**config.mk**
```make
export PLATFORM = sky130hd
export DESIGN_NAME = rx_ltssm_substate_controller
export DESIGN_NICKNAME = d
export VERILOG_FILES = /design/src/rtl/rx_ltssm_substate_controller.sv
export SDC_FILE = /design/constraint.sdc
export NUM_CORES = 1
export LEC_CHECK = 0
export BUFFER_PORTS_ARGS = -buffer_cell sky130_fd_sc_hd__buf_2
export CAP_MARGIN = 10
export CORE_MARGIN = 3
export CORE_UTILIZATION = 45
export CTS_BUF_LIST = sky130_fd_sc_hd__clkbuf_4 sky130_fd_sc_hd__clkbuf_8
export CTS_CLUSTER_DIAMETER = 200
export DETAILED_ROUTE_END_ITERATION = 12
export PLACE_DENSITY_LB_ADDON = 0.12
export SLEW_MARGIN = 10
export SYNTH_ARGS = -nofsm -noshare
export SYNTH_HDL_FRONTEND = slang
export SYNTH_SLANG_ARGS = --single-unit
```
**constraint.sdc**
```tcl
create_clock -name clk -period 3.4 [get_ports clk]
set_clock_uncertainty 0.1 [all_clocks]
set_input_delay 0.51 -clock clk [delete_from_list [all_inputs] [get_ports clk]]
set_output_delay 0.51 -clock clk [all_outputs]
set_load 0.005 [all_outputs]
```
**src/rtl/rx_ltssm_substate_controller.sv**
```systemverilog
// RX-side LTSSM substate sequencer: loads per-substate OS count and timer values,
// arms the active lanes' OS checkers and reports completion with the next substate.
module rx_ltssm_substate_controller #(
  parameter int unsigned MAXLANES = 16,
  parameter int unsigned TIMERW   = 6,
  parameter int unsigned MAXRETRY = 0
) (
  input  logic                clk,
  input  logic                reset,
  input  logic [3:0]          substate,
  input  logic [4:0]          numberOfDetectedLanes,
  input  logic [MAXLANES-1:0] countersComparators,
  input  logic                forceDetect,
  input  logic                rxElectricalIdle,
  input  logic                timeOut,
  output logic                finish,
  output logic [3:0]          exitTo,
  output logic [MAXLANES-1:0] resetOsCheckers,
  output logic                disableDescrambler,
  output logic [TIMERW-1:0]   setTimer,
  output logic                enableTimer,
  output logic                resetTimer,
  output logic [4:0]          comparatorsCount,
  output logic [1:0]          retryCount
);

  typedef enum logic [1:0] {S_IDLE, S_LOAD, S_COUNT, S_DONE} state_e;

  localparam logic [3:0] SUB_DETECT_QUIET  = 4'd0;
  localparam logic [3:0] SUB_DETECT_ACTIVE = 4'd1;
  localparam logic [3:0] SUB_CFG_LINKWIDTH = 4'd8;
  localparam logic [3:0] SUB_CFG_IDLE      = 4'd9;
  localparam logic [3:0] SUB_FIRST_INVALID = 4'd10;
  localparam logic [3:0] LAST_STATE_RST    = 4'hF;

  state_e              state_q, state_d;
  logic [3:0]          last_q, last_d;
  logic [3:0]          latched_q, latched_d;
  logic                forced_q, forced_d;
  logic                finish_q, finish_d;
  logic [3:0]          exit_q, exit_d;
  logic [MAXLANES-1:0] os_q, os_d;
  logic                dis_q, dis_d;
  logic [TIMERW-1:0]   tmr_q, tmr_d;
  logic                en_q, en_d;
  logic                rt_q, rt_d;
  logic [4:0]          cnt_q, cnt_d;
  logic [1:0]          retry_q, retry_d;

  logic [MAXLANES-1:0] lane_mask_c;
  logic                abort_c;
  logic                success_c;
  logic                retry_ok_c;
  logic [3:0]          done_exit_c;

  function automatic logic [4:0] os_count(input logic [3:0] s);
    case (s)
      4'd2, 4'd3, 4'd8, 4'd9: return 5'd8;
      4'd4, 4'd5, 4'd6, 4'd7: return 5'd2;
      default:                return 5'd0;
    endcase
  endfunction

  function automatic logic [TIMERW-1:0] timer_load(input logic [3:0] s);
    case (s)
      4'd0:                         return TIMERW'(32'd12);
      4'd2, 4'd4, 4'd5, 4'd7, 4'd8: return TIMERW'(32'd24);
      4'd3:                         return TIMERW'(32'd48);
      4'd6, 4'd9:                   return TIMERW'(32'd2);
      default:                      return TIMERW'(32'd0);
    endcase
  endfunction

  // Active lanes are the low min(N, MAXLANES) bits; the loop bound gives the min.
  always_comb begin
    lane_mask_c = '0;
    for (int unsigned i = 0; i < MAXLANES; i++) begin
      lane_mask_c[i] = (i < 32'(numberOfDetectedLanes));
    end
  end

  assign abort_c    = !forced_q && (substate != latched_q);
  assign retry_ok_c = (32'(retry_q) + 32'd1) <= MAXRETRY;

  always_comb begin
    case (latched_q)
      SUB_DETECT_QUIET:  success_c = rxElectricalIdle || timeOut;
      SUB_DETECT_ACTIVE: success_c = 1'b1;
      default:           success_c = (lane_mask_c != '0) &&
                                     ((countersComparators & lane_mask_c) == lane_mask_c);
    endcase
  end

  always_comb begin
    state_d     = state_q;
    last_d      = last_q;
    latched_d   = latched_q;
    forced_d    = forced_q;
    finish_d    = 1'b0;
    exit_d      = exit_q;
    os_d        = os_q;
    dis_d       = dis_q;
    tmr_d       = tmr_q;
    en_d        = en_q;
    rt_d        = rt_q;
    cnt_d       = cnt_q;
    retry_d     = retry_q;
    done_exit_c = 4'd0;

    case (state_q)
      S_IDLE: begin
        if (substate != last_q) begin
          state_d   = S_LOAD;
          latched_d = substate;
          retry_d   = 2'd0;
        end
      end
      S_LOAD: begin
        if (abort_c) begin
          state_d = S_IDLE;
        end else if (latched_q >= SUB_FIRST_INVALID) begin
          state_d = S_DONE;
        end else begin
          state_d = S_COUNT;
        end
      end
      S_COUNT: begin
        if (abort_c) begin
          state_d = S_IDLE;
        end else if (success_c) begin
          state_d     = S_DONE;
          done_exit_c = forced_q ? 4'd1 : latched_q + 4'd1;
        end else if (timeOut) begin
          if (retry_ok_c) begin
            state_d = S_LOAD;
            retry_d = retry_q + 2'd1;
          end else begin
            state_d = S_DONE;
          end
        end
      end
      S_DONE:  state_d = S_IDLE;
      default: state_d = S_IDLE;
    endcase

    if (forceDetect) begin
      state_d   = S_LOAD;
      latched_d = SUB_DETECT_QUIET;
      forced_d  = 1'b1;
      retry_d   = 2'd0;
    end

    // Output registers take the values that belong to the state being entered.
    case (state_d)
      S_LOAD: begin
        tmr_d = timer_load(latched_d);
        cnt_d = os_count(latched_d);
        en_d  = 1'b0;
        rt_d  = 1'b0;
        os_d  = '0;
        dis_d = !((latched_d == SUB_CFG_LINKWIDTH) || (latched_d == SUB_CFG_IDLE));
      end
      S_COUNT: begin
        en_d = 1'b1;
        rt_d = 1'b1;
        os_d = lane_mask_c;
      end
      S_DONE: begin
        finish_d = 1'b1;
        exit_d   = done_exit_c;
        en_d     = 1'b0;
        rt_d     = 1'b0;
        os_d     = '0;
        last_d   = latched_q;
        forced_d = 1'b0;
      end
      default: begin
        en_d = 1'b0;
        rt_d = 1'b0;
        os_d = '0;
      end
    endcase
  end

  always_ff @(posedge clk) begin
    if (reset) begin
      state_q   <= S_IDLE;
      last_q    <= LAST_STATE_RST;
      latched_q <= 4'd0;
      forced_q  <= 1'b0;
      finish_q  <= 1'b0;
      exit_q    <= 4'd0;
      os_q      <= '0;
      dis_q     <= 1'b1;
      tmr_q     <= '0;
      en_q      <= 1'b0;
      rt_q      <= 1'b0;
      cnt_q     <= 5'd0;
      retry_q   <= 2'd0;
    end else begin
      state_q   <= state_d;
      last_q    <= last_d;
      latched_q <= latched_d;
      forced_q  <= forced_d;
      finish_q  <= finish_d;
      exit_q    <= exit_d;
      os_q      <= os_d;
      dis_q     <= dis_d;
      tmr_q     <= tmr_d;
      en_q      <= en_d;
      rt_q      <= rt_d;
      cnt_q     <= cnt_d;
      retry_q   <= retry_d;
    end
  end

  assign finish             = finish_q;
  assign exitTo             = exit_q;
  assign resetOsCheckers    = os_q;
  assign disableDescrambler = dis_q;
  assign setTimer           = tmr_q;
  assign enableTimer        = en_q;
  assign resetTimer         = rt_q;
  assign comparatorsCount   = cnt_q;
  assign retryCount         = retry_q;

endmodule

```
==> run_results.csv <==
group,metric,value,unit
clocking,htreeDepth,2,
yosys,synth_cell_type_count,51,
routing,ant_nets,0,
routing,drc,0,
min_path,holdPathEnd,"comparatorsCount[1]$_SDFFE_PP0N_",
min_path,hold_depth,2,
place,placed_area,0.00247,mm²
power_and_ir_drop,p_sw,299,µW
sta,setup_viol,0,
floorplan,die_area,0.00572,mm²
sta,rsz0062_at_grt,"no",
place,dp_hpwl,3820,µm
clocking,post_cts_buffers,0,
layout,nets,344,
layout,fillers,434,
clocking,clk_pin_slew,0.08,ns
setup_path,reg2reg_from,"latched_q[2]$_SDFF_PP0_",
setup_path,worstPathCellList,"buf_2, xor2_1, o41ai_4, buf_4, mux2i_1, nor2_1, or3_1, a21oi_1",
yosys,synthFlopType,"dfxtp_1",
power_and_ir_drop,clockPowerShare,31.8,%
layout,seqCellArea,861,µm²
floorplan,pin_count,67,
power_and_ir_drop,leakagePower,1.12,nW
routing,vias,1942,
yosys,syn_area,0.00218,mm²
power_and_ir_drop,p_sw_share,28.8,%
clocking,cts_tree,"done",
floorplan,die_width,75.6,µm
clocking,post_cts_resized,0,
place,place.gp.congestion,0.823,
sta,max-slew-margin-rel,63.4,%
clocking,clk_latency,0.29,ns
job,max_cap_violations,0,
power_and_ir_drop,power_density,405,mW/mm²
clocking,holdBufCountCts,0,
floorplan,core_area,0.00450,mm²
setup_path,crit_path_start_kind,"input pin",
power_and_ir_drop,cellInternalPower,738,µW
global_route,antenna_found_initial,0,
global_route,grt_pass1_vias,1800,
yosys,avgSynthCellArea,8.46,µm²
layout,drive_above_1_share,25.7,%
routing,drt_first_pass_iters,4,
sta,fmax,398,MHz
min_path,hp-class,"reg2reg",
min_path,hold_start,"comparatorsCount[1]$_SDFFE_PP0N_",
routing,first_iter_violations,89,
yosys,ys_seq_area_share,39.4,%
yosys,synth_warnings,0,
sta,post-route-min-period,2.51,ns
clocking,clk_path_buf_depth,2,
setup_path,cp.depth,8,
layout,n_antenna_cell,0,
sta,fin_crit_sh,74.0,%
setup_path,cp_slowest_stage_delay,0.58,ns
setup_path,worstRegToRegCells,7,
setup_path,crit_required,3.52,ns
global_route,track_usage,18.4,%
yosys,synthCells,258,
routing,via_per_inst,5.35,
sta,final_hold_viol_count,0,
setup_path,crit_family,"compound AO/OA/AOI/OAI gates",
place,numPortBuffers,62,
yosys,synth.ff_latch_count,43,
floorplan,die-height,75.6,µm
floorplan,core.rowCount,24,
layout,area_delta_synth_final,17.3,%
yosys,async_reset_ff_share,0,%
sta,tns,0,ns
clocking,cts_buffers,5,
routing,wl_per_cell,13.9,µm
setup_path,timing.rr.end,"resetOsCheckers[8]$_SDFF_PP0_",
setup_path,critPathArrivalTime,2.64,ns
setup_path,crit_fanout,8,
yosys,synth_edf_count,0,
power_and_ir_drop,seq_power_share,51.7,%
routing,routed_wl,5040,µm
setup_path,rrSetupSlack,0.90,ns
sta,slew_violations,0,
setup_path,worst_path_max_delay_cell,"o41ai_4",
power_and_ir_drop,p_comb_share,16.5,%
status,status,"completed",
layout,multi_input_area,0.00116,mm²
power_and_ir_drop,ir_drop,0.285,mV
clocking,cts.sinks,43,
floorplan,start_util,48.4,%
layout,final_area,0.00256,mm²
global_route,overflow,0,
sta,worstMarginPinSlew,0.549,ns
clocking,clockRootBuffer,"clkbuf_8",
setup_path,crit_type,"in2reg",
setup_path,cp-end-kind,"flip-flop",
global_route,grt_pass1_wl,8140,µm
global_route,grt_max_degree,21,
setup_path,crit_buf_inv,2,
## state kept, by name, summed over array words and instances (netlist names), 2 cells and up
signal            flops
last_q                4
setTimer              5
retryCount            2
state_q               2
comparatorsCount      2
latched_q             4
resetOsCheckers      16
exitTo                4
## cells by family (layout without fill, tap and decap cells)
logic type / Yosys count / count (layout) / share of synthesized area, %
muxes: 5 / 5 / 2.29
adders and majority gates: 4 / 4 / 2.29
and+or+nand+nor: 83 / 83 / 18.6
xor gates and xnor gates: 12 / 12 / 4.82
other: 1 / 4 / 0.172
buffers and inverters: 39 / 89 / 8.08
AOI/OAI and AO/OA: 71 / 71 / 24.3
DFF: 43 / 43 / 39.4
## worst max path at each step
stage	startpoint	slack, ns	endpoint
2_1_floorplan	numberOfDetectedLanes[4]	0.91	last_q[0]$_SDFFE_PP1N_
3_3_place_gp	substate[2]	0.59	comparatorsCount[3]$_SDFFE_PP0N_
3_5_place_dp	substate[2]	0.57	comparatorsCount[3]$_SDFFE_PP0N_
4_1_cts	substate[2]	0.89	comparatorsCount[3]$_SDFFE_PP0N_
5_1_grt	latched_q[2]$_SDFF_PP0_	0.65	resetOsCheckers[8]$_SDFF_PP0_
6_report	substate[2]	0.89	comparatorsCount[3]$_SDFFE_PP0N_
## synthesized netlist by cell type, drive strengths merged (2+ instances only)
cell | instances | area (µm²)
dfxtp | 43 | 861
nor4 | 3 | 18.8
inv | 18 | 67.6
xor2 | 5 | 43.8
or3 | 5 | 31.3
a2111oi | 2 | 55.1
o21ai | 16 | 80.1
buf | 12 | 75.1
nor3 | 10 | 50.1
nor3b | 2 | 15.0
clkbuf | 9 | 33.8
and3 | 3 | 18.8
a21oi | 21 | 109
nand2 | 14 | 52.6
a31oi | 3 | 18.8
nor2b | 4 | 25.0
o21bai | 2 | 18.8
nand3 | 9 | 45.0
xnor2 | 7 | 61.3
o22a | 5 | 43.8
nand4 | 3 | 18.8
o22ai | 3 | 18.8
a211oi | 2 | 15.0
nor2 | 25 | 98.8
o211ai | 3 | 22.5
ha | 4 | 50.1
mux2i | 5 | 50.1
a221oi | 2 | 23.8
or2 | 2 | 12.5
## stage by stage
step,cells,hold slack [ns],setup slack [ns],util (%),total power [mW]
final,363,0.350,0.885,56.8,1.04
after global routing,363,0.364,0.647,56.8,1.09
after global placement,355,0.340,0.595,54.8,0.718
after CTS,363,0.352,0.889,56.8,1.05
after floorplan,261,0.348,0.905,-,0.665
after detailed placement,355,0.340,0.570,54.8,0.720
## area by class of cell
type | count | area share [%]
Multi-Input combinational cell | 179 | 45.2
Sequential cell | 43 | 33.6
Clock inverter | 3 | 0.929
Timing Repair Buffer | 63 | 12.4
Inverter | 18 | 2.64
Clock buffer | 5 | 2.69
Tap cell | 52 | 2.54
## power by group through the flow
stage / Clock (mW) / Sequential [mW] / Combinational (mW)
global route: 0.354 / 0.539 / 0.194
finish: 0.330 / 0.536 / 0.171
floorplan: 0 / 0.545 / 0.120
global placement: 0 / 0.548 / 0.170
detailed placement: 0 / 0.548 / 0.172
CTS: 0.339 / 0.536 / 0.172
## per-layer routing
metal | vias up | share of wire (%) | track usage [%]
met5 | - | 0 | 0
met4 | 0 | 1.0 | 5.44
met3 | 4 | 5.1 | 3.96
met2 | 60 | 47 | 30.6
met1 | 880 | 46 | 23.9
li1 | 998 | - | -
## layout by cell type, fill, tap and decap left out, types with 5 or more instances in the layout
master	n
a21oi_1	20
buf_2	62
clkbuf_8	5
dfxtp_1	43
inv_1	18
mux2i_1	5
nand2_1	14
nand3_1	9
nor2_1	23
nor3_1	10
o21ai_0	16
o22a_1	5
or3_1	5
xnor2_1	7
xor2_1	5
## worst min-delay path, cell delays in order, from the launching register on
cell	delay, ns
dfxtp_1	0.31
nand2_1	0.05
a21oi_1	0.05
No activity file was read; power rests on OpenSTA's default activity.
